<file path="src/rtl/sobel_edge_detect_3x3_pkg.sv">
// Shared widths, constants, window/control types and arithmetic helpers for the Sobel stage.
// Latency: none (types and pure functions only).
// Backpressure: none.
package sobel_edge_detect_3x3_pkg;

  localparam int PIX_W = 8;   // pixel width
  localparam int SUM_W = 10;  // a+2b+c of three pixels, max 1020
  localparam int MAG_W = 11;  // |Gx|+|Gy|, max 2040
  localparam logic [PIX_W-1:0] SAT_MAX = 8'd255;

  typedef logic [PIX_W-1:0] pix_t;
  typedef logic [SUM_W-1:0] sum_t;
  typedef logic [MAG_W-1:0] mag_t;

  // win[row][col]; row 0 is the top row, col 0 the left column
  typedef pix_t [2:0][2:0] win_t;

  // Control bundle carried down the delay line next to the pixel data
  typedef struct packed {
    logic vsync;
    logic href;
    logic top;
    logic bottom;
    logic left;
    logic right;
  } ctrl_t;

  // a + 2b + c, computed at the sum width so it cannot overflow
  function automatic sum_t wsum(input pix_t a, input pix_t b, input pix_t c);
    return SUM_W'(a) + SUM_W'({b, 1'b0}) + SUM_W'(c);
  endfunction

  // Clamp a gradient magnitude to the 8-bit pixel range
  function automatic pix_t sat_pix(input mag_t m);
    return (m > MAG_W'(SAT_MAX)) ? SAT_MAX : m[PIX_W-1:0];
  endfunction

endpackage

</file>
<file path="src/rtl/sobel_edge_detect_3x3_if.sv">
// Window-stream input, edge-stream output and frame statistics of the Sobel stage.
// Latency: none (wiring only).
// Backpressure: none; the stream has no ready signal.
// master: window source / result sink (drives matrix_*, cfg_thresh).
// slave : Sobel core (drives post_img_*, frame_edge_cnt, frame_done).
interface sobel_edge_detect_3x3_if #(
  parameter int CNT_W = 20
);
  import sobel_edge_detect_3x3_pkg::*;

  logic             matrix_img_vsync;
  logic             matrix_img_href;
  logic             matrix_top_edge_flag;
  logic             matrix_bottom_edge_flag;
  logic             matrix_left_edge_flag;
  logic             matrix_right_edge_flag;
  pix_t             matrix_p11, matrix_p12, matrix_p13;
  pix_t             matrix_p21, matrix_p22, matrix_p23;
  pix_t             matrix_p31, matrix_p32, matrix_p33;
  pix_t             cfg_thresh;

  logic             post_img_vsync;
  logic             post_img_href;
  pix_t             post_img_gray;
  logic             post_img_bit;
  logic [CNT_W-1:0] frame_edge_cnt;
  logic             frame_done;

  modport master (
    output matrix_img_vsync, matrix_img_href,
    output matrix_top_edge_flag, matrix_bottom_edge_flag,
    output matrix_left_edge_flag, matrix_right_edge_flag,
    output matrix_p11, matrix_p12, matrix_p13,
    output matrix_p21, matrix_p22, matrix_p23,
    output matrix_p31, matrix_p32, matrix_p33,
    output cfg_thresh,
    input  post_img_vsync, post_img_href, post_img_gray, post_img_bit,
    input  frame_edge_cnt, frame_done
  );

  modport slave (
    input  matrix_img_vsync, matrix_img_href,
    input  matrix_top_edge_flag, matrix_bottom_edge_flag,
    input  matrix_left_edge_flag, matrix_right_edge_flag,
    input  matrix_p11, matrix_p12, matrix_p13,
    input  matrix_p21, matrix_p22, matrix_p23,
    input  matrix_p31, matrix_p32, matrix_p33,
    input  cfg_thresh,
    output post_img_vsync, post_img_href, post_img_gray, post_img_bit,
    output frame_edge_cnt, frame_done
  );

endinterface

</file>
<file path="src/rtl/sobel_abs_diff.sv">
// Registered absolute difference |a-b| of two unsigned gradient half-sums.
// Latency: 1 cycle.
// Backpressure: none; a new pair is accepted every cycle.
// Ports: clk, rst_n (async active-low), a_dat/b_dat operands, abs_q registered result.
module sobel_abs_diff
  import sobel_edge_detect_3x3_pkg::*;
(
  input  logic clk,
  input  logic rst_n,
  input  sum_t a_dat,
  input  sum_t b_dat,
  output sum_t abs_q
);

  sum_t abs_d;

  always_comb begin
    abs_d = (a_dat >= b_dat) ? (a_dat - b_dat) : (b_dat - a_dat);
  end

  always_ff @(posedge clk or negedge rst_n) begin
    if (!rst_n) begin
      abs_q <= '0;
    end else begin
      abs_q <= abs_d;
    end
  end

endmodule

</file>
<file path="src/rtl/sobel_edge_detect_3x3.sv">
// Sobel |Gx|+|Gy| per 3x3 window: saturated gray, thresholded edge bit, per-frame edge count.
// Latency: 4 cycles window-in to post_img_* out; frame_done one cycle after post_img_vsync falls.
// Backpressure: none; one window is accepted every cycle.
// Ports: clk, rst_n (async active-low), bus (slave modport: window stream in, edge stream and
// frame statistics out). Build option SOBEL_BORDER_ZERO_EN: no border replication; windows
// with any edge flag produce gray=0, bit=0 and are not counted.
module sobel_edge_detect_3x3
  import sobel_edge_detect_3x3_pkg::*;
#(
  parameter int         CNT_W      = 20,
  parameter logic [7:0] DEF_THRESH = 8'd64
) (
  input logic                  clk,
  input logic                  rst_n,
  sobel_edge_detect_3x3_if.slave bus
);

  ctrl_t            ctrl_in;
  ctrl_t [3:0]      ctrl_d, ctrl_q;  // [0] aligned with S1 ... [3] aligned with outputs
  win_t             win_in, win_d, win_q;
  sum_t             gxp_d, gxn_d, gyp_d, gyn_d;
  sum_t             gxp_q, gxn_q, gyp_q, gyn_q;
  sum_t             gx_abs, gy_abs;
  mag_t             mag;
  logic             border;
  pix_t             gray_d, gray_q;
  logic             bit_d, bit_q;
  pix_t             thresh_d, thresh_q;
  logic             vsync_in_d, vsync_in_q;
  logic             post_vsync_d, post_vsync_q;
  logic             edge_hit, post_fall;
  logic [CNT_W-1:0] live_inc;
  logic [CNT_W-1:0] live_d, live_q;
  logic [CNT_W-1:0] frame_cnt_d, frame_cnt_q;
  logic             frame_done_d, frame_done_q;
  logic             unused_tail_flags;

  assign ctrl_in = '{vsync:  bus.matrix_img_vsync,
                     href:   bus.matrix_img_href,
                     top:    bus.matrix_top_edge_flag,
                     bottom: bus.matrix_bottom_edge_flag,
                     left:   bus.matrix_left_edge_flag,
                     right:  bus.matrix_right_edge_flag};

  assign win_in[0][0] = bus.matrix_p11;
  assign win_in[0][1] = bus.matrix_p12;
  assign win_in[0][2] = bus.matrix_p13;
  assign win_in[1][0] = bus.matrix_p21;
  assign win_in[1][1] = bus.matrix_p22;
  assign win_in[1][2] = bus.matrix_p23;
  assign win_in[2][0] = bus.matrix_p31;
  assign win_in[2][1] = bus.matrix_p32;
  assign win_in[2][2] = bus.matrix_p33;

  // S1: border substitution
  always_comb begin
    win_d = win_in;
`ifndef SOBEL_BORDER_ZERO_EN
    for (int r = 0; r < 3; r++) begin
      if (ctrl_in.left)  win_d[r][0] = win_d[r][1];
      if (ctrl_in.right) win_d[r][2] = win_d[r][1];
    end
    // Rows after columns, so a corner window copies the already-replicated column
    if (ctrl_in.top)    win_d[0] = win_d[1];
    if (ctrl_in.bottom) win_d[2] = win_d[1];
`endif
  end

  // S2: positive/negative half-sums of the two kernels
  always_comb begin
    gxp_d = wsum(win_q[0][2], win_q[1][2], win_q[2][2]);
    gxn_d = wsum(win_q[0][0], win_q[1][0], win_q[2][0]);
    gyp_d = wsum(win_q[2][0], win_q[2][1], win_q[2][2]);
    gyn_d = wsum(win_q[0][0], win_q[0][1], win_q[0][2]);
  end

  // S3: registered magnitudes
  sobel_abs_diff u_abs_gx (
    .clk   (clk),
    .rst_n (rst_n),
    .a_dat (gxp_q),
    .b_dat (gxn_q),
    .abs_q (gx_abs)
  );

  sobel_abs_diff u_abs_gy (
    .clk   (clk),
    .rst_n (rst_n),
    .a_dat (gyp_q),
    .b_dat (gyn_q),
    .abs_q (gy_abs)
  );

  // S4: magnitude, saturation and threshold on the unsaturated sum
  always_comb begin
    mag = MAG_W'(gx_abs) + MAG_W'(gy_abs);
`ifdef SOBEL_BORDER_ZERO_EN
    border = ctrl_q[2].top | ctrl_q[2].bottom | ctrl_q[2].left | ctrl_q[2].right;
`else
    border = 1'b0;
`endif
    gray_d = '0;
    bit_d  = 1'b0;
    if (ctrl_q[2].href && !border) begin
      gray_d = sat_pix(mag);
      bit_d  = (mag >= MAG_W'(thresh_q));
    end
  end

  // Control delay line and the frame-synchronous threshold shadow
  always_comb begin
    ctrl_d     = {ctrl_q[2:0], ctrl_in};
    vsync_in_d = ctrl_in.vsync;
    thresh_d   = (ctrl_in.vsync && !vsync_in_q) ? bus.cfg_thresh : thresh_q;
  end

  // Edge counter; a hit in the same cycle as the vsync fall belongs to the closing frame
  always_comb begin
    edge_hit     = ctrl_q[3].href & bit_q;
    post_vsync_d = ctrl_q[3].vsync;
    post_fall    = post_vsync_q & ~ctrl_q[3].vsync;
    live_inc     = (&live_q) ? live_q : live_q + CNT_W'(edge_hit);
    live_d       = live_inc;
    frame_cnt_d  = frame_cnt_q;
    frame_done_d = 1'b0;
    if (post_fall) begin
      live_d       = '0;
      frame_cnt_d  = live_inc;
      frame_done_d = 1'b1;
    end
  end

  always_ff @(posedge clk or negedge rst_n) begin
    if (!rst_n) begin
      ctrl_q       <= '0;
      win_q        <= '0;
      gxp_q        <= '0;
      gxn_q        <= '0;
      gyp_q        <= '0;
      gyn_q        <= '0;
      gray_q       <= '0;
      bit_q        <= 1'b0;
      thresh_q     <= DEF_THRESH;
      vsync_in_q   <= 1'b0;
      post_vsync_q <= 1'b0;
      live_q       <= '0;
      frame_cnt_q  <= '0;
      frame_done_q <= 1'b0;
    end else begin
      ctrl_q       <= ctrl_d;
      win_q        <= win_d;
      gxp_q        <= gxp_d;
      gxn_q        <= gxn_d;
      gyp_q        <= gyp_d;
      gyn_q        <= gyn_d;
      gray_q       <= gray_d;
      bit_q        <= bit_d;
      thresh_q     <= thresh_d;
      vsync_in_q   <= vsync_in_d;
      post_vsync_q <= post_vsync_d;
      live_q       <= live_d;
      frame_cnt_q  <= frame_cnt_d;
      frame_done_q <= frame_done_d;
    end
  end

  // The flags have no consumer once they reach the output stage
  assign unused_tail_flags = ^{ctrl_q[3].top, ctrl_q[3].bottom, ctrl_q[3].left, ctrl_q[3].right};

  assign bus.post_img_vsync = ctrl_q[3].vsync;
  assign bus.post_img_href  = ctrl_q[3].href;
  assign bus.post_img_gray  = gray_q;
  assign bus.post_img_bit   = bit_q;
  assign bus.frame_edge_cnt = frame_cnt_q;
  assign bus.frame_done     = frame_done_q;

endmodule

</file>
<file path="src/flat_wrapper.sv">
// flat-port wrapper written by rule: the top's interface ports become plain ports
module sobel_edge_detect_3x3_flat import sobel_edge_detect_3x3_pkg::*;
#(
  parameter int         CNT_W      = 20,
  parameter logic [7:0] DEF_THRESH = 8'd64
)
  (clk, rst_n, bus_matrix_img_vsync, bus_matrix_img_href, bus_matrix_top_edge_flag, bus_matrix_bottom_edge_flag, bus_matrix_left_edge_flag, bus_matrix_right_edge_flag, bus_matrix_p11, bus_matrix_p12, bus_matrix_p13, bus_matrix_p21, bus_matrix_p22, bus_matrix_p23, bus_matrix_p31, bus_matrix_p32, bus_matrix_p33, bus_cfg_thresh, bus_post_img_vsync, bus_post_img_href, bus_post_img_gray, bus_post_img_bit, bus_frame_edge_cnt, bus_frame_done);
  sobel_edge_detect_3x3_if #(.CNT_W(CNT_W)) bus_i ();
  input logic clk;
  input logic rst_n;
  input wire logic [$bits(bus_i.matrix_img_vsync)-1:0] bus_matrix_img_vsync;
  input wire logic [$bits(bus_i.matrix_img_href)-1:0] bus_matrix_img_href;
  input wire logic [$bits(bus_i.matrix_top_edge_flag)-1:0] bus_matrix_top_edge_flag;
  input wire logic [$bits(bus_i.matrix_bottom_edge_flag)-1:0] bus_matrix_bottom_edge_flag;
  input wire logic [$bits(bus_i.matrix_left_edge_flag)-1:0] bus_matrix_left_edge_flag;
  input wire logic [$bits(bus_i.matrix_right_edge_flag)-1:0] bus_matrix_right_edge_flag;
  input wire logic [$bits(bus_i.matrix_p11)-1:0] bus_matrix_p11;
  input wire logic [$bits(bus_i.matrix_p12)-1:0] bus_matrix_p12;
  input wire logic [$bits(bus_i.matrix_p13)-1:0] bus_matrix_p13;
  input wire logic [$bits(bus_i.matrix_p21)-1:0] bus_matrix_p21;
  input wire logic [$bits(bus_i.matrix_p22)-1:0] bus_matrix_p22;
  input wire logic [$bits(bus_i.matrix_p23)-1:0] bus_matrix_p23;
  input wire logic [$bits(bus_i.matrix_p31)-1:0] bus_matrix_p31;
  input wire logic [$bits(bus_i.matrix_p32)-1:0] bus_matrix_p32;
  input wire logic [$bits(bus_i.matrix_p33)-1:0] bus_matrix_p33;
  input wire logic [$bits(bus_i.cfg_thresh)-1:0] bus_cfg_thresh;
  output wire logic [$bits(bus_i.post_img_vsync)-1:0] bus_post_img_vsync;
  output wire logic [$bits(bus_i.post_img_href)-1:0] bus_post_img_href;
  output wire logic [$bits(bus_i.post_img_gray)-1:0] bus_post_img_gray;
  output wire logic [$bits(bus_i.post_img_bit)-1:0] bus_post_img_bit;
  output wire logic [$bits(bus_i.frame_edge_cnt)-1:0] bus_frame_edge_cnt;
  output wire logic [$bits(bus_i.frame_done)-1:0] bus_frame_done;
  assign bus_i.matrix_img_vsync = bus_matrix_img_vsync;
  assign bus_i.matrix_img_href = bus_matrix_img_href;
  assign bus_i.matrix_top_edge_flag = bus_matrix_top_edge_flag;
  assign bus_i.matrix_bottom_edge_flag = bus_matrix_bottom_edge_flag;
  assign bus_i.matrix_left_edge_flag = bus_matrix_left_edge_flag;
  assign bus_i.matrix_right_edge_flag = bus_matrix_right_edge_flag;
  assign bus_i.matrix_p11 = bus_matrix_p11;
  assign bus_i.matrix_p12 = bus_matrix_p12;
  assign bus_i.matrix_p13 = bus_matrix_p13;
  assign bus_i.matrix_p21 = bus_matrix_p21;
  assign bus_i.matrix_p22 = bus_matrix_p22;
  assign bus_i.matrix_p23 = bus_matrix_p23;
  assign bus_i.matrix_p31 = bus_matrix_p31;
  assign bus_i.matrix_p32 = bus_matrix_p32;
  assign bus_i.matrix_p33 = bus_matrix_p33;
  assign bus_i.cfg_thresh = bus_cfg_thresh;
  assign bus_post_img_vsync = bus_i.post_img_vsync;
  assign bus_post_img_href = bus_i.post_img_href;
  assign bus_post_img_gray = bus_i.post_img_gray;
  assign bus_post_img_bit = bus_i.post_img_bit;
  assign bus_frame_edge_cnt = bus_i.frame_edge_cnt;
  assign bus_frame_done = bus_i.frame_done;
  sobel_edge_detect_3x3 #(.CNT_W(CNT_W), .DEF_THRESH(DEF_THRESH)) u_core (.clk(clk), .rst_n(rst_n), .bus(bus_i));
endmodule
</file>
<file path="config.mk">
export PLATFORM = sky130hd
export DESIGN_NAME = sobel_edge_detect_3x3_flat
export DESIGN_NICKNAME = d
export VERILOG_FILES = /design/src/rtl/sobel_edge_detect_3x3_pkg.sv /design/src/rtl/sobel_edge_detect_3x3_if.sv /design/src/rtl/sobel_abs_diff.sv /design/src/rtl/sobel_edge_detect_3x3.sv /design/src/flat_wrapper.sv
export SDC_FILE = /design/constraint.sdc
export NUM_CORES = 1
export LEC_CHECK = 0
export ABC_CLOCK_PERIOD_IN_PS = 2600
export BUFFER_PORTS_ARGS = -buffer_cell sky130_fd_sc_hd__buf_2
export CORE_MARGIN = 4
export CORE_UTILIZATION = 41
export DETAILED_ROUTE_END_ITERATION = 16
export PLACE_DENSITY = 0.62
export SLEW_MARGIN = 40
export SYNTH_ARGS = -nofsm -noshare
export SYNTH_HDL_FRONTEND = slang
export SYNTH_SLANG_ARGS = --single-unit
</file>
<file path="constraint.sdc">
create_clock -name clk -period 2.6 [get_ports clk]
set_clock_uncertainty 0.15 [all_clocks]
set_input_delay 0.13 -clock clk [delete_from_list [all_inputs] [get_ports clk]]
set_output_delay 0.13 -clock clk [all_outputs]
set_load 0.01 [all_outputs]
</file>
=== Yosys cells after proc, flatten, opt, wreduce, memory -nomap -nowiden ===
Cells that the tools add are included.

* ROM bits: 0
* Memories kept: 0
* Output and inout bits: 32
* Bits in writable memories: 0
* Bits of input ports: 88
* Bits in registers: 191
* Logic and storage cells: 69
* Latch bits: 0

* Bitwise logic cells: 3
* Multiply operators: 0
* Shifts and indexed selects: 0
* $lt $le $gt $ge: 4
* Eq/ne operators: 0
* Divide/modulo/power cells: 0
* Reduce and logical (&&, ||, !) cells: 3
* Add/sub/neg operators: 14
* Muxes and demuxes: 16

{| class="wikitable"
|+ Operators by type and width
! operator !! number
|-
| 8-bit two-way mux || 8
|-
| 24-bit two-way mux || 2
|-
| 10-bit by 8-bit adder with 10-bit output || 4
|-
| 8-bit by 9-bit adder with 10-bit output || 4
|-
| 20-bit two-way mux || 2
|-
| 10-bit subtractor || 4
|-
| 20-bit by 1-bit adder with 20-bit output || 1
|-
| 10-bit greater-or-equal comparator || 2
|-
| 10-bit two-way mux || 2
|-
| 20-bit AND reduction || 1
|-
| 10-bit by 10-bit adder with 11-bit output || 1
|-
| 11-bit by 8-bit greater-or-equal comparator with 1-bit output || 1
|-
| 11-bit by 8-bit greater-than comparator with 1-bit output, second input constant || 1
|-
| 1-bit AND || 2
|-
| 1-bit two-way mux || 2
|-
| 1-bit logical AND || 1
|-
| 1-bit logical NOT || 1
|-
| 1-bit NOT || 1
|}

=== Depth between registers and ports, before layout ===
Gate-level depths: netlist (run 1).

* Depth after elaboration: 4
* Depth in mapped cells: 12
* Gate-level depth less buffers: 12

=== Hierarchy ===
From an unflattened synthesis (run 1), not the netlist that was laid out.

* Cell total of the unflattened synthesis: 1,024
* Area total of the unflattened synthesis: 11,130.7 µm²

{| class="wikitable"
|+ Modules (own cells, without submodules)
! module !! area an instance (µm²) !! cells each !! sequential area each (µm²) !! times used
|-
| sobel_edge_detect_3x3 || 8,634.5 || 751 || 4,280.4 || 1
|-
| sobel_abs_diff at u_core.u_abs_gx || 1,251.2 || 134 || 250.2 || 1
|-
| sobel_abs_diff at u_core.u_abs_gy || 1,244.9 || 139 || 250.2 || 1
|}

=== Least setup slack after synthesis (run 1) ===
Ideal clock, no wire load.

* Kind: flip-flop to flip-flop
* Start: register u_core.u_abs_gy.abs_q[0]
* End: register u_core.bit_q (netlist: u_core.bus.post_img_bit)
* Data required time: 2,326 ps
* Setup slack: 69 ps
* Period minus slack after synthesis: 2,531 ps
* Buffers on the path: 0
* Library setup time: 124 ps
* Stages on the path, launching flop included: 13
* Data arrival time: 2,258 ps
* Path through: dfrtp_1 ha_1 inv_1 fa_1 nor2b_1 o21ai_1 nand2_1 xor2_1 ha_1 a21o_1 a211oi_1 a21oi_1 o31a_1

* Cells in the longest elaborated chain, start to end: 3

{| class="wikitable"
|+ Ends and longest elaborated chain
! item !! line !! text
|-
| start: declaration || sobel_abs_diff.sv:12 || <nowiki>output sum_t abs_q</nowiki>
|-
| start signal: assignment || sobel_abs_diff.sv:25 || <nowiki>abs_q <= abs_d;</nowiki>
|-
| 10-bit by 10-bit adder with 11-bit output || sobel_edge_detect_3x3.sv:96 || <nowiki>mag = MAG_W'(gx_abs) + MAG_W'(gy_abs);</nowiki>
|-
| 11-bit by 8-bit greater-or-equal comparator with 1-bit output || sobel_edge_detect_3x3.sv:106 || <nowiki>bit_d = (mag >= MAG_W'(thresh_q));</nowiki>
|-
| 1-bit two-way mux || sobel_edge_detect_3x3.sv:104 || <nowiki>if (ctrl_q[2].href && !border) begin</nowiki>
|-
| net u_core.bit_d || sobel_edge_detect_3x3.sv:27 || <nowiki>logic bit_d, bit_q;</nowiki>
|-
| end signal: assignment || sobel_edge_detect_3x3.sv:157 || <nowiki>bit_q <= bit_d;</nowiki>
|-
| end: declaration || sobel_edge_detect_3x3.sv:27 ||
|}

The timed path passes the listed nets, and every way through them passes these cells.
A chain may end at the register's enable or synchronous reset.

=== Worst setup path in the final report (run 1) ===
* Start: register u_core.win_q[1] (netlist bit)
* End: register u_core.gyn_q[7]

* Cells in the longest elaborated chain, start to end: 2

{| class="wikitable"
|+ Ends and longest elaborated chain
! item !! line !! text
|-
| start: declaration || sobel_edge_detect_3x3.sv:20 || <nowiki>win_t win_in, win_d, win_q;</nowiki>
|-
| start signal: assignment || sobel_edge_detect_3x3.sv:151 || <nowiki>win_q <= win_d;</nowiki>
|-
| 8-bit by 9-bit adder with 10-bit output || sobel_edge_detect_3x3_pkg.sv:30 || <nowiki>return SUM_W'(a) + SUM_W'({b, 1'b0}) + SUM_W'(c);</nowiki>
|-
| 10-bit by 8-bit adder with 10-bit output || sobel_edge_detect_3x3_pkg.sv:30 ||
|-
| net u_core.gyn_d[7] || sobel_edge_detect_3x3.sv:21 || <nowiki>sum_t gxp_d, gxn_d, gyp_d, gyn_d;</nowiki>
|-
| end signal: assignment || sobel_edge_detect_3x3.sv:155 || <nowiki>gyn_q <= gyn_d;</nowiki>
|-
| end: declaration || sobel_edge_detect_3x3.sv:22 || <nowiki>sum_t gxp_q, gxn_q, gyp_q, gyn_q;</nowiki>
|}

The timed path passes the listed nets, and every way through them passes these cells.

==> results.md, run 1 <==
- The combined flip-flop and latch cell area is 4780 um2.
- The detailed-router iteration count before antenna repair is 5.
- The number of nets handed over by synthesis was 1188.
- The final cycle utilization of the critical path is 0.984.
- The post-detailed-routing wire length is 24900 um.
- For this run, the number of Yosys warnings is 0.
- In the final layout, the share of cells above drive strength 1 is 0.205.
- The site row count is 58.
- The routed length per instance is 16.0 um.
- In the layout the commonest cells are sky130_fd_sc_hd__dfrtp_1, sky130_fd_sc_hd__buf_2, sky130_fd_sc_hd__dlygate4sd3_1.
- Counting cells, the worst reg-to-reg path comes to 10.
- The tool flagged a number of max-cap violations equal to 0.
- The ratio of routed vias to standard cells is 4.89.
- The initial utilization of the core area, before any placement, comes to 0.419.
- The maximum ir drop on the vdd rail is 0.000601 V.
- The worst-path maximum fanout is 2.
- Clock latency on the worst-skew pair, taken at its later pin, is 430 ps.
- The number of distinct library cells after synthesis is 51.
- The final antenna diode count is 0.
- For this run, the slowest stage of the critical path takes 560 ps.
- Setup violations remaining at the end of the flow were counted as 0.
- The startpoint-to-endpoint class of the critical path is reg -> reg.
- The power density over the cells is 1030 nW/um2.
- Detailed placement finished with a half-perimeter wire length of 18300 um.
- In this run, the number of DRC markers left after iteration 0 of detailed routing was 394.
- Compared with the post-synthesis result, the final layout area differs by 27.5%.
- The cell count after synthesis came out at 969.
- The pin count of the biggest net entering global routing is 69.
- The number of fill cells is 2223.
- The clock edge transition at the registers on the reported setup and hold paths is 70 ps.
- Setup repair after global routing could not meet its margin everywhere.
- The height of the die is 169 um.
- The final critical path time including I/O delays and setup is 2560 ps.
- Clock tree synthesis inserted a total of 17 buffers.
- The H-tree generated during clock tree synthesis spans 4 levels.
- The total congestion overflow is 0.
- The arrival time reported for the critical path endpoint is 2730 ps.
- The full die area is 28600 um2.
- The number of primary I/O pins is 120.
- Adding up every negative setup slack in the final design gives 0 ps.
- Once detail routing completed, the nets flagged for antenna violations numbered 0.
- The global-route total usage across every layer is 0.179.
- The most frequent standard cell in the layout excluding fill and tap cells is sky130_fd_sc_hd__dfrtp_1.
- The area of the mapped netlist is 10600 um2.
- The number of remaining DRC errors is 0.
- The total number of clock tree sinks is 191.
- Input and output buffers added on the ports amount to 119.
- Walking the worst path, the cells encountered are fa_1, ha_2, inv_1, fa_1, nor2b_1, o21ai_0, nand2b_1, a21o_1, a21oi_2, xnor2_1.
- The clock tree from TritonCTS is done.
- The average cell area after synthesis is 11.0 um2.
- The final hold violation count is 0.
- The sequential area share after synthesis is 0.449.
- The worst max-slew margin expressed relative to the limit is 0.531.
- The tightest hold path in the finished design has a slack of 14.7 ps.
- The clock passes through at most 2 buffers.
- The min-delay analysis places its worst path in the category in -> reg.
- The number of global-route vias before repair is 8002.
- The most numerous cell type found on the critical path is sky130_fd_sc_hd__fa_1.
- The first global-routing pass estimated 41100 um of wire.
- The congestion estimate from routability-driven global placement came to 0.847.
- The number of instances on the worst hold path is 3.
- Once layout is complete, the utilization of the core stands at 0.534.
- The run finished with clean final reports.
- Measured along the x axis, the die boundary spans 169 um.
- The number of antenna violations at the first check in global routing is 0.
- STA classifies the critical path endpoint as a flip-flop.
- At the pin with the least slew margin, the transition time is 703 ps.
- Summed over all cells, the static leakage comes to 0.00654 uW.
- The combined area of the multi-input logic cells is 5550 um2.
- The number of vias in the routed layout is 7608.
- The final net count is 1432.
- The cell at the root of the clock tree is sky130_fd_sc_hd__clkbuf_16.
- STA puts the critical path data required time at 2770 ps.
- The max-slew violation count is 0.
- Synthesis inferred 191 register bits.
- The core region is 25400 um2.
- On the critical path, the stage with the largest delay is an instance of sky130_fd_sc_hd__fa_1.
- STA classifies the critical path startpoint as a flip-flop.
- The upper clock frequency limit is 391 MHz.
==> what timing repair did <==
action	CTS	global route
pin swaps	0	30
endpoints found under the hold margin	135	0
buffers inserted	1	7
endpoints found under the setup margin	4	19
hold buffers	109	0
gates cloned	0	1
gates resized for setup	4	33
==> path summary, 6_finish.rpt <==
kind	start	to	slack, ps
worst max register to register	u_core.win_q[1]	u_core.gyn_q[7]	40
max in group asynchronous	rst_n	u_core.thresh_q[6]	1460
worst min register to register	u_core.ctrl_d[17]	u_core.ctrl_d[23]	200
min in group asynchronous	rst_n	u_core.thresh_q[1]	90
worst max-delay path	u_core.win_q[1]	u_core.gyn_q[7]	40
worst min-delay path	bus_matrix_p11[1]	u_core.win_q[1]	10
==> cell usage after synthesis, drive strengths merged <==
library cell,number,area (um2)
o41ai,5,51.3
a31oi,3,18.8
a311oi,4,35.0
nor3,9,45.0
dfstp,1,26.3
nand3b,3,22.5
or4,1,7.51
nor2b,13,81.3
and2,2,12.5
o21a,16,120
nand2b,10,62.6
o21ai,89,445
a31o,1,8.76
or3,1,6.26
xnor2,39,342
clkbuf,15,56.3
buf,16,96.3
dfrtp,190,4750
o2111ai,1,8.76
o41a,1,11.3
a21oi,44,231
o211ai,3,22.5
nor4,4,40.0
o21bai,1,7.51
mux2i,52,524
inv,75,282
a211oi,6,45.0
and3,5,31.3
o22ai,1,6.26
nand4,3,33.8
mux2,33,372
ha,94,1180
nand2,83,312
nor2,53,199
nand3,15,80.1
fa,37,741
o2bb2ai,1,8.76
o31a,1,8.76
a21o,16,123
xor2,22,193
==> state kept, by name, summed over array words and instances (netlist names) <==
register,count
u_core.bus.post_img_href,1
u_core.ctrl_d,6
u_core.gyn_q,10
u_core.bus.post_img_vsync,1
u_core.gxn_q,10
u_core.thresh_q,8
u_core.bus.post_img_gray,8
u_core.live_q,20
u_core.gxp_q,10
u_core.post_vsync_q,1
u_core.win_q,64
u_core.bus.frame_edge_cnt,20
u_core.bus.post_img_bit,1
u_core.gyp_q,10
u_core.u_abs_gx.abs_q,10
u_core.u_abs_gy.abs_q,10
u_core.bus.frame_done,1
==> where the power goes <==
group          switching, uW  internal, uW
Combinational           3860          3410
Clock                   1190          1440
Sequential               378          3670
Total                   5420          8520
==> stage by stage <==
stage	instances	total power, uW	area [um2]	worst slack [ps]
after floorplan	969	9030	10600	68.5
after global placement	1406	10700	11700	-60.6
after detailed placement	1406	10800	11700	-68.6
after CTS	1548	13700	13400	-6.70
after global routing	1556	15000	13600	-132
final	1556	13900	13600	40.7
==> worst max-delay path: cells and delay by family, from the launching register on <==
| kind | cells | cell delay, ps |
|---|---|---|
| fa+ha+maj | 3 | 1140 |
| flops | 1 | 420 |
| compound gates | 3 | 310 |
| simple gates | 2 | 250 |
| xor+xnor | 1 | 120 |
| buf+inv | 1 | 50 |
==> area by class of cell <==
type | count | share of cell area
repair buffers | 256 | 0.142
inverters | 75 | 0.0207
multi-input cells | 672 | 0.409
clock buffers | 20 | 0.0344
well taps | 330 | 0.0304
flip-flops and latches | 191 | 0.352
clock inverters | 12 | 0.0107
==> cell families (layout without fill, tap and decap cells) <==
kind of cell	after synthesis	after routing	synth area share
muxes	85	85	0.0841
adders and majority gates	131	131	0.180
buffers and inverters	106	363	0.0408
AOI/OAI and AO/OA	193	193	0.108
DFF	191	191	0.449
xor gates and xnor gates	61	61	0.0502
and+or+nand+nor	202	202	0.0877
==> layer usage <==
metal / up-vias / part of all wire / global-route usage
li1: 3772 / - / -
met1: 3579 / 0.45 / 0.232
met2: 218 / 0.48 / 0.307
met5: - / 0 / 0
met3: 39 / 0.044 / 0.0287
met4: 0 / 0.024 / 0.0599
Power figures use the tool's default switching activity.
==> run 2: changes to the inputs <==
- CORE_UTILIZATION: 41 -> 40
- PLACE_DENSITY: 0.62 -> 0.6
==> run 2 against run 1 <==
Cell count grew 0.71%; hold slack gained 11 ps; final area grew 0.50%; sequential share of layout area shrank 0.17 points; global-route usage shrank 1.1 points; fmax grew 0.13%; via count shrank 1.3%; non-clock buffer count grew 4; clock-buffer cell count shrank 3.
==> results.md, run 2 (synthesis results as in run 1) <==
- The clock edge transition at the registers on the reported setup and hold paths is 70 ps (about the same).
- The final critical path time including I/O delays and setup is 2560 ps (about the same).
- The number of vias in the routed layout is 7506 (was 7608).
- The power density over the cells is 1030 nW/um2 (about the same).
- The tightest hold margin is 25.4 ps (was 14.7 ps).
- The site row count came to 59 (was 58).
- The worst stage delay on the critical path is 350 ps (was 560 ps).
- The total number of H-tree levels is 4 (unchanged).
- The flip-flop count of the largest register after layout is 64 (unchanged).
- The met1 routing resource usage after global routing is 0.219 (was 0.232).
- The post-placement cell count is 1414 (was 1406).
- The setup-violating endpoint count in the final report is 0 (unchanged).
- The data required time at the worst endpoint is 2770 ps (about the same).
- The worst-case setup slack after placement is -130 ps (was -68.6 ps).
- The post-detailed-routing wire length is 24100 um (was 24900 um).
- The half-perimeter wire length after placement came to 17800 um (was 18300 um).
- The final RePlAce weighted congestion is 0.877 (was 0.847).
- The final cycle utilization of the critical path is 0.983 (was 0.984).
- The global-route total usage across every layer came to 0.168 (was 0.179).
- The total congestion overflow is 0 (unchanged).
- The TritonCTS buffer count came to 17 (unchanged).
- The global-route met2 utilization is 0.286 (was 0.307).
- The most frequent standard cell in the layout excluding fill and tap cells is sky130_fd_sc_hd__dfrtp_1 (unchanged).
- Most frequent cells in the layout: sky130_fd_sc_hd__dfrtp_1, sky130_fd_sc_hd__buf_2, sky130_fd_sc_hd__dlygate4sd3_1 (unchanged).
- The clock tree from TritonCTS is done (unchanged).
- The share of final-layout standard cells stronger than drive strength 1 is 0.208 (was 0.205).
- Critical-path cell list: ha_1, inv_1, fa_2, nor2b_2, o21ai_2, nand2_2, xor2_2, ha_1, a21o_1, a211oi_2, a21oi_1, o31a_1 (was fa_1, ha_2, inv_1, fa_1, nor2b_1, o21ai_0, nand2b_1, a21o_1, a21oi_2, xnor2_1).
- The startpoint kind of the worst setup timing path was a flip-flop (unchanged).
- The maximum ir drop on the vdd rail is 0.000713 V (was 0.000601 V).
- The port buffer count was 119 (unchanged).
- The final core utilization came to 0.522 (was 0.534).
- The most frequent cell on the critical path is sky130_fd_sc_hd__ha_1 (was sky130_fd_sc_hd__fa_1).
- The total buffers and inverters traversed by the critical path is 1 (unchanged).
- The number of maximum-capacitance violations is 0 (unchanged).
- The register name with the most flops is u_core.win_q (unchanged).
- The setup slack of the critical path after layout is 44.1 ps (was 40.7 ps).
- The arrival time reported for the critical path endpoint came to 2720 ps (was 2730 ps).
- The worst max-slew margin expressed relative to the limit is 0.523 (was 0.531).
- The routed length per instance was 15.4 um (was 16.0 um).
- The detailed-router iteration count before antenna repair is 6 (was 5).
- The upper clock frequency limit is 391 MHz (about the same).
- The met3 routing resource usage after global routing was 0.0317 (was 0.0287).
- The highest-utilization routing layer at the global route stage is met2 (unchanged).
- The number of global-route vias before repair is 7832 (was 8002).
- The startpoint-to-endpoint class of the critical path is reg -> reg (unchanged).
- Result of the run: finished clean (unchanged).
- The path category of the worst min-delay check is in -> async (was in -> reg).
- The power after layout is 14000 uW (was 13900 uW).
- The number of antenna violations at the first check in global routing is 2 (was 0).
- The global-route wire length before repair is 39500 um (was 41100 um).
- The total number of clock tree sinks is 191 (unchanged).
- The pin count of the biggest net entering global routing is 89 (was 69).
- The transition at the pin with the smallest max-transition slack is 714 ps (was 703 ps).
- The worst-path maximum fanout came to 2 (unchanged).
- The remaining number of nets flagged by the antenna check after routing is 0 (unchanged).
- The max-slew violation count is 0 (unchanged).
- The element type at the critical path end is a flip-flop (unchanged).
- The ratio of routed vias to standard cells is 4.79 (was 4.89).
- The static leakage came to 0.00655 uW (was 0.00654 uW).
- The number of remaining DRC errors is 0 (unchanged).
- The number of primary I/O pins is 120 (unchanged).
- The master of the slowest instance on the critical path is sky130_fd_sc_hd__fa_2 (was sky130_fd_sc_hd__fa_1).
- Setup repair after global routing missed its margin: yes (unchanged).
- The layout overhead on the synthesized area is 28.1% (was 27.5%).
- The final hold violation count was 0 (unchanged).
- The largest delay contributor family on the critical path is compound AO/OA/AOI/OAI gates (was adder cells).
- The full die area was 29300 um2 (was 28600 um2).
- The core area is 26100 um2 (was 25400 um2).
- The deepest clock path buffer count is 2 (unchanged).
- The cell at the root of the clock tree is sky130_fd_sc_hd__clkbuf_16 (unchanged).
- The initial detailed-routing violation count is 399 (was 394).
- The height of the die is 171 um (was 169 um).
- The clock latency at the later pin of the worst-skew pair is 440 ps (was 430 ps).
- The chip width is 171 um (was 169 um).
- The final net count was 1436 (was 1432).
- The count of non-filler cells in the finished layout is 1567 (was 1556).
- The starting density of the core is 0.407 (was 0.419).
run 2: per-layer routing:
| layer | vias to the layer above | wire (um) |
|---|---|---|
| met1 | 3477 | 11100 |
| met3 | 39 | 962 |
| met5 | - | 0 |
| met4 | 0 | 548 |
| met2 | 209 | 11500 |
| li1 | 3781 | - |
run 2: repair_timing:
item | 4_1_cts | 5_1_grt
hold buffers | 111 | 0
hold endpoints to repair | 264 | 0
setup buffers | 2 | 5
gates cloned | 0 | 1
resized for setup | 5 | 37
pin swaps | 3 | 17
setup endpoints to repair | 4 | 17
run 2: through the flow:
stage | setup TNS, ps | instance area [um2]
6_report | 0 | 13600
5_1_grt | -225 | 13600
4_1_cts | -1.81 | 13500
3_5_place_dp | -152 | 11700
3_3_place_gp | -49.5 | 11700
2_1_floorplan | 0 | 10600
run 2: worst paths after layout:
path,to,cells after the start,startpoint,slack (ps)
max in group asynchronous,u_core.win_q[41],3,rst_n,1510
worst min-delay path,u_core.bus.post_img_gray[0],2,rst_n,30
min in group clk,u_core.win_q[18],4,bus_matrix_p22[2],30
worst min register to register,u_core.ctrl_d[22],0,u_core.ctrl_d[16],200
worst max-delay path,u_core.bus.post_img_bit,12,u_core.u_abs_gy.abs_q[0],40
worst max register to register,u_core.bus.post_img_bit,12,u_core.u_abs_gy.abs_q[0],40
run 2: power by group:
part / switching [uW] / total (uW) / internal, uW
clock network: 1280 / 2600 / 1310
logic: 3890 / 7390 / 3500
registers: 373 / 4040 / 3670
total: 5550 / 14000 / 8480
run 2: final cells by class:
class                   instances  area [um2]
inverters                      75         282
clock buffers                  17         425
multi-input cells             672        5570
well taps                     335         419
flip-flops and latches        191        4780
diodes                          2        5.00
fillers                      2255       12500
repair buffers                260        1970
clock inverters                15         191
run 2: worst register-to-register path: cells and delay by family (launching register included):
family / cells / cell delay, ps
xor+xnor: 1 / 160
flops: 1 / 330
simple gates: 2 / 220
buf+inv: 1 / 50
compound gates: 5 / 790
fa+ha+maj: 3 / 770
==> run 3: changes to the inputs <==
- ABC_AREA: default -> 1
- RECOVER_POWER: default -> 25
==> run 3 against run 2 <==
Sequential power is 1% higher; fmax is 0.56% higher; clock-buffer cell count is 1 higher; non-clock buffer count is 14 higher; via count is 26% higher; register-to-register slack hardly changed; synthesized cell count is 36% higher; setup slack better by 14 ps.
==> results.md, run 3 <==
- The detailed-router iteration count before antenna repair is 5 (was 6).
- The max-slew violation count is 0 (unchanged).
- The clock edge transition at the registers on the reported setup and hold paths is 80 ps (was 70 ps).
- The number of enable-type register cells in the synthesized netlist was 0 (unchanged).
- The deepest clock path buffer count is 2 (unchanged).
- The global-route total usage across every layer is 0.173 (was 0.168).
- Setup repair after global routing missed its margin: yes (unchanged).
- The share of the synthesized area in the top cell type is 0.409 (was 0.447).
- The arrival time reported for the critical path endpoint is 2770 ps (was 2720 ps).
- The worst-case reg-to-reg path depth was 12 (unchanged).
- The xor/xnor share of the synthesized area is 0.0490 (was 0.0502).
- The proportion of synthesized area in mux cells was 0.000969 (was 0.0841).
- The sequential area share after synthesis came to 0.411 (was 0.449).
- The worst max-slew margin expressed relative to the limit is 0.00812 (was 0.523).
- The final critical path time including I/O delays and setup is 2540 ps (was 2560 ps).
- The fraction of registers with async set/reset was 1.00 (unchanged).
- The compound-cell area share of the yosys netlist came to 0.125 (was 0.108).
- The full die area was 31800 um2 (was 29300 um2).
- The routed length per instance came to 13.7 um (was 15.4 um).
- Result of the run: finished clean (unchanged).
- The maximum ir drop on the vdd rail came to 0.000626 V (was 0.000713 V).
- Top cells by area in the synthesized netlist: sky130_fd_sc_hd__dfrtp_1, sky130_fd_sc_hd__ha_1, sky130_fd_sc_hd__nand2_1 (was sky130_fd_sc_hd__dfrtp_1, sky130_fd_sc_hd__ha_1, sky130_fd_sc_hd__fa_1).
- The startpoint-to-endpoint class of the critical path is reg -> reg (unchanged).
- The cell at the root of the clock tree is sky130_fd_sc_hd__clkbuf_16 (unchanged).
- The global-route wire length before repair is 45100 um (was 39500 um).
- The most frequent standard cell in the layout excluding fill and tap cells is sky130_fd_sc_hd__nand2_1 (was sky130_fd_sc_hd__dfrtp_1).
- The total number of clock tree sinks is 191 (unchanged).
- The layout overhead on the synthesized area is 26.8% (was 28.1%).
- The total congestion overflow is 0 (unchanged).
- The combined flip-flop and latch cell area came to 4780 um2 (about the same).
- The count of synthesis-stage warnings from yosys is 0 (unchanged).
- The synthesized-area fraction occupied by and/or/nand/nor cells is 0.159 (was 0.0877).
- The final net count is 1795 (was 1436).
- The final non-filler cell area was 14700 um2 (was 13600 um2).
- The biggest area consumer among synthesized cells is sky130_fd_sc_hd__dfrtp_1 (unchanged).
- The upper clock frequency limit is 393 MHz (was 391 MHz).
- The number of maximum-capacitance violations was 0 (unchanged).
- The starting density of the core was 0.405 (was 0.407).
- The height of the die is 178 um (was 171 um).
- The setup slack of the critical path after layout is 58.3 ps (was 44.1 ps).
- The remaining number of nets flagged by the antenna check after routing is 0 (unchanged).
- The final hold violation count is 0 (unchanged).
- The element type at the critical path end is a flip-flop (unchanged).
- The setup slack on the worst flop-to-flop path was 60 ps (was 40 ps).
- The average cell area after synthesis was 8.80 um2 (was 11.0 um2).
- The total number of H-tree levels is 4 (unchanged).
- The post-detailed-placement cell area is 12600 um2 (was 11700 um2).
- The tightest hold margin is 57.0 ps (was 25.4 ps).
- The capture instance of the worst register-to-register path is u_core.gxn_q[9] (was u_core.bus.post_img_bit).
- The net count after synthesis is 1540 (was 1188).
- The combined area of the multi-input logic cells is 5920 um2 (was 5570 um2).
- The number of vias in the routed layout is 9443 (was 7506).
- The adder-cell share of the synthesized area is 0.165 (was 0.180).
- The number of fill cells was 2625 (was 2255).
- The number of distinct library cells after synthesis was 46 (was 51).
- The count of mapped cells out of synthesis is 1321 (was 969).
- The flip-flop count of the largest register after layout is 64 (unchanged).
- The number of instances on the worst hold path is 3.
- The number of antenna violations at the first check in global routing is 0 (was 2).
- The pin count of the biggest net entering global routing is 69 (was 89).
- Most common library cells after synthesis: sky130_fd_sc_hd__nand2_1, sky130_fd_sc_hd__inv_1, sky130_fd_sc_hd__dfrtp_1 (was sky130_fd_sc_hd__dfrtp_1, sky130_fd_sc_hd__ha_1, sky130_fd_sc_hd__o21ai_0).
- The startpoint of the most critical setup path is u_core.win_q[1] (was u_core.u_abs_gy.abs_q[0]).
- The leading register cell type out of synthesis was sky130_fd_sc_hd__dfrtp_1 (unchanged).
- The number of remaining DRC errors was 0 (unchanged).
- The data required time at the worst endpoint was 2830 ps (was 2770 ps).
- The ratio of routed vias to standard cells is 4.79 (about the same).
- The reg-to-reg critical path startpoint is u_core.win_q[1] (was u_core.u_abs_gy.abs_q[0]).
- The most frequent cell after synthesis is sky130_fd_sc_hd__nand2_1 (was sky130_fd_sc_hd__dfrtp_1).
- The core area is 28700 um2 (was 26100 um2).
- Most frequent cells in the layout: sky130_fd_sc_hd__nand2_1, sky130_fd_sc_hd__inv_1, sky130_fd_sc_hd__dfrtp_1 (was sky130_fd_sc_hd__dfrtp_1, sky130_fd_sc_hd__buf_2, sky130_fd_sc_hd__dlygate4sd3_1).
- The transition at the pin with the smallest max-transition slack is 1490 ps (was 714 ps).
- The power density over the cells is 1070 nW/um2 (was 1030 nW/um2).
- The main combinational cell family by area after synthesis is adder cells (unchanged).
- The final antenna diode count is 0 (was 2).
- The chip width was 178 um (was 171 um).
- The site row count came to 62 (was 59).
- The final RePlAce weighted congestion is 0.896 (was 0.877).
- The TritonCTS buffer count came to 17 (unchanged).
- The number of global-route vias before repair is 9630 (was 7832).
- The number of primary I/O pins is 120 (unchanged).
- The register name with the most flops is u_core.win_q (unchanged).
- The worst-case setup slack after placement is -32.9 ps (was -130 ps).
- The area of the mapped netlist came to 11600 um2 (was 10600 um2).
- The port buffer count is 119 (unchanged).
- The clock tree from TritonCTS is done (unchanged).
- The flip-flop and latch count after synthesis was 191 (unchanged).
- The clock latency at the later pin of the worst-skew pair is 440 ps (about the same).
- The half-perimeter wire length after placement is 20200 um (was 17800 um).
- The path category of the worst min-delay check is in -> reg (was in -> async).
- The startpoint kind of the worst setup timing path is a flip-flop (unchanged).
- The post-detailed-routing wire length is 27100 um (was 24100 um).
- The setup-violating endpoint count in the final report is 0 (unchanged).
- The static leakage is 0.00737 uW (was 0.00655 uW).
- The initial detailed-routing violation count is 343 (was 399).
- The share of final-layout standard cells stronger than drive strength 1 is 0.143 (was 0.208).
- The worst-path maximum fanout was 2 (unchanged).
- The final core utilization was 0.514 (was 0.522).
- The end point of the worst hold path is u_core.win_q[56].
- The launch instance of the worst min-delay path is bus_matrix_bottom_edge_flag.
- The final cycle utilization of the critical path is 0.978 (was 0.983).
==> run 3: changes by cell type after synthesis, sizes merged, moves of 23 or more <==
cell,change
xnor2,-26
a21oi,+23
xor2,+30
nand2,+199
mux2,-32
inv,+146
o211ai,+34
mux2i,-52
nand3,+28
==> run 3: power by group <==
group / switching [uW] / internal (uW) / leakage (uW)
registers: 380 / 3700 / 0.00230
clock network: 1250 / 1380 / 0.000294
logic: 5330 / 3670 / 0.00478
total: 6960 / 8750 / 0.00737
==> run 3: worst max-delay path by stage <==
stage | endpoint | cells past startpoint | slack, ps
after detailed placement | u_core.bus.post_img_bit | 17 | -30
final | u_core.gxn_q[9] | 12 | 60
after CTS | u_core.bus.post_img_bit | 17 | 10
after floorplan | u_core.bus.post_img_bit | 17 | 100
after global placement | u_core.bus.post_img_bit | 17 | 10
after global routing | u_core.bus.post_img_bit | 18 | -80
==> run 3: critical path: stages (launching register included) <==
cell,delay (ps)
sky130_fd_sc_hd__dfrtp_1,420
sky130_fd_sc_hd__fa_1,520
sky130_fd_sc_hd__ha_2,210
sky130_fd_sc_hd__inv_2,50
sky130_fd_sc_hd__fa_2,370
sky130_fd_sc_hd__nand3b_1,200
sky130_fd_sc_hd__nand2_2,100
sky130_fd_sc_hd__a21oi_2,60
sky130_fd_sc_hd__nor2_1,100
sky130_fd_sc_hd__nor2_1,60
sky130_fd_sc_hd__o21bai_1,120
sky130_fd_sc_hd__nand2_1,60
sky130_fd_sc_hd__nand2_1,60
==> run 3: final cells by class <==
type                       instances  area share
clock buffer                      18      0.0291
multi-input combinational        871       0.402
timing repair buffer             274       0.144
sequential                       191       0.324
tap                              384      0.0326
clock inverter                    14      0.0118
inverter                         221      0.0566
==> run 3: kinds of logic (layout without fill, tap and decap cells) <==
kind of cell | Yosys count | in the layout
compound gates | 241 | 241
xor+xnor | 65 | 65
fa+ha+maj | 131 | 131
buf+inv | 259 | 527
flops | 191 | 191
mux | 1 | 1
simple gates | 433 | 433
==> run 3: layer usage <==
layer  vias up  global-route usage  part of all wire
li1       4740                   -                 -
met3        47              0.0295             0.042
met4         0              0.0547             0.024
met2       253               0.301              0.48
met5         -                   0                 0
met1      4403               0.220              0.45
==> run 3: what timing repair did <==
action,CTS,global route
endpoints found under the hold margin,264,0
buffers inserted,3,5
hold buffers,137,0
cloned,0,0
gates resized for setup,4,29
pin swaps,1,28
setup endpoints to repair,2,7
==> run 3: through the flow <==
stage               TNS [ps]  power (uW)  cells
finish                     0       15700   1973
global route            -177       17200   1973
floorplan                  0       10500   1321
detailed placement     -32.9       12400   1796
global placement           0       12300   1796
CTS                        0       15400   1968
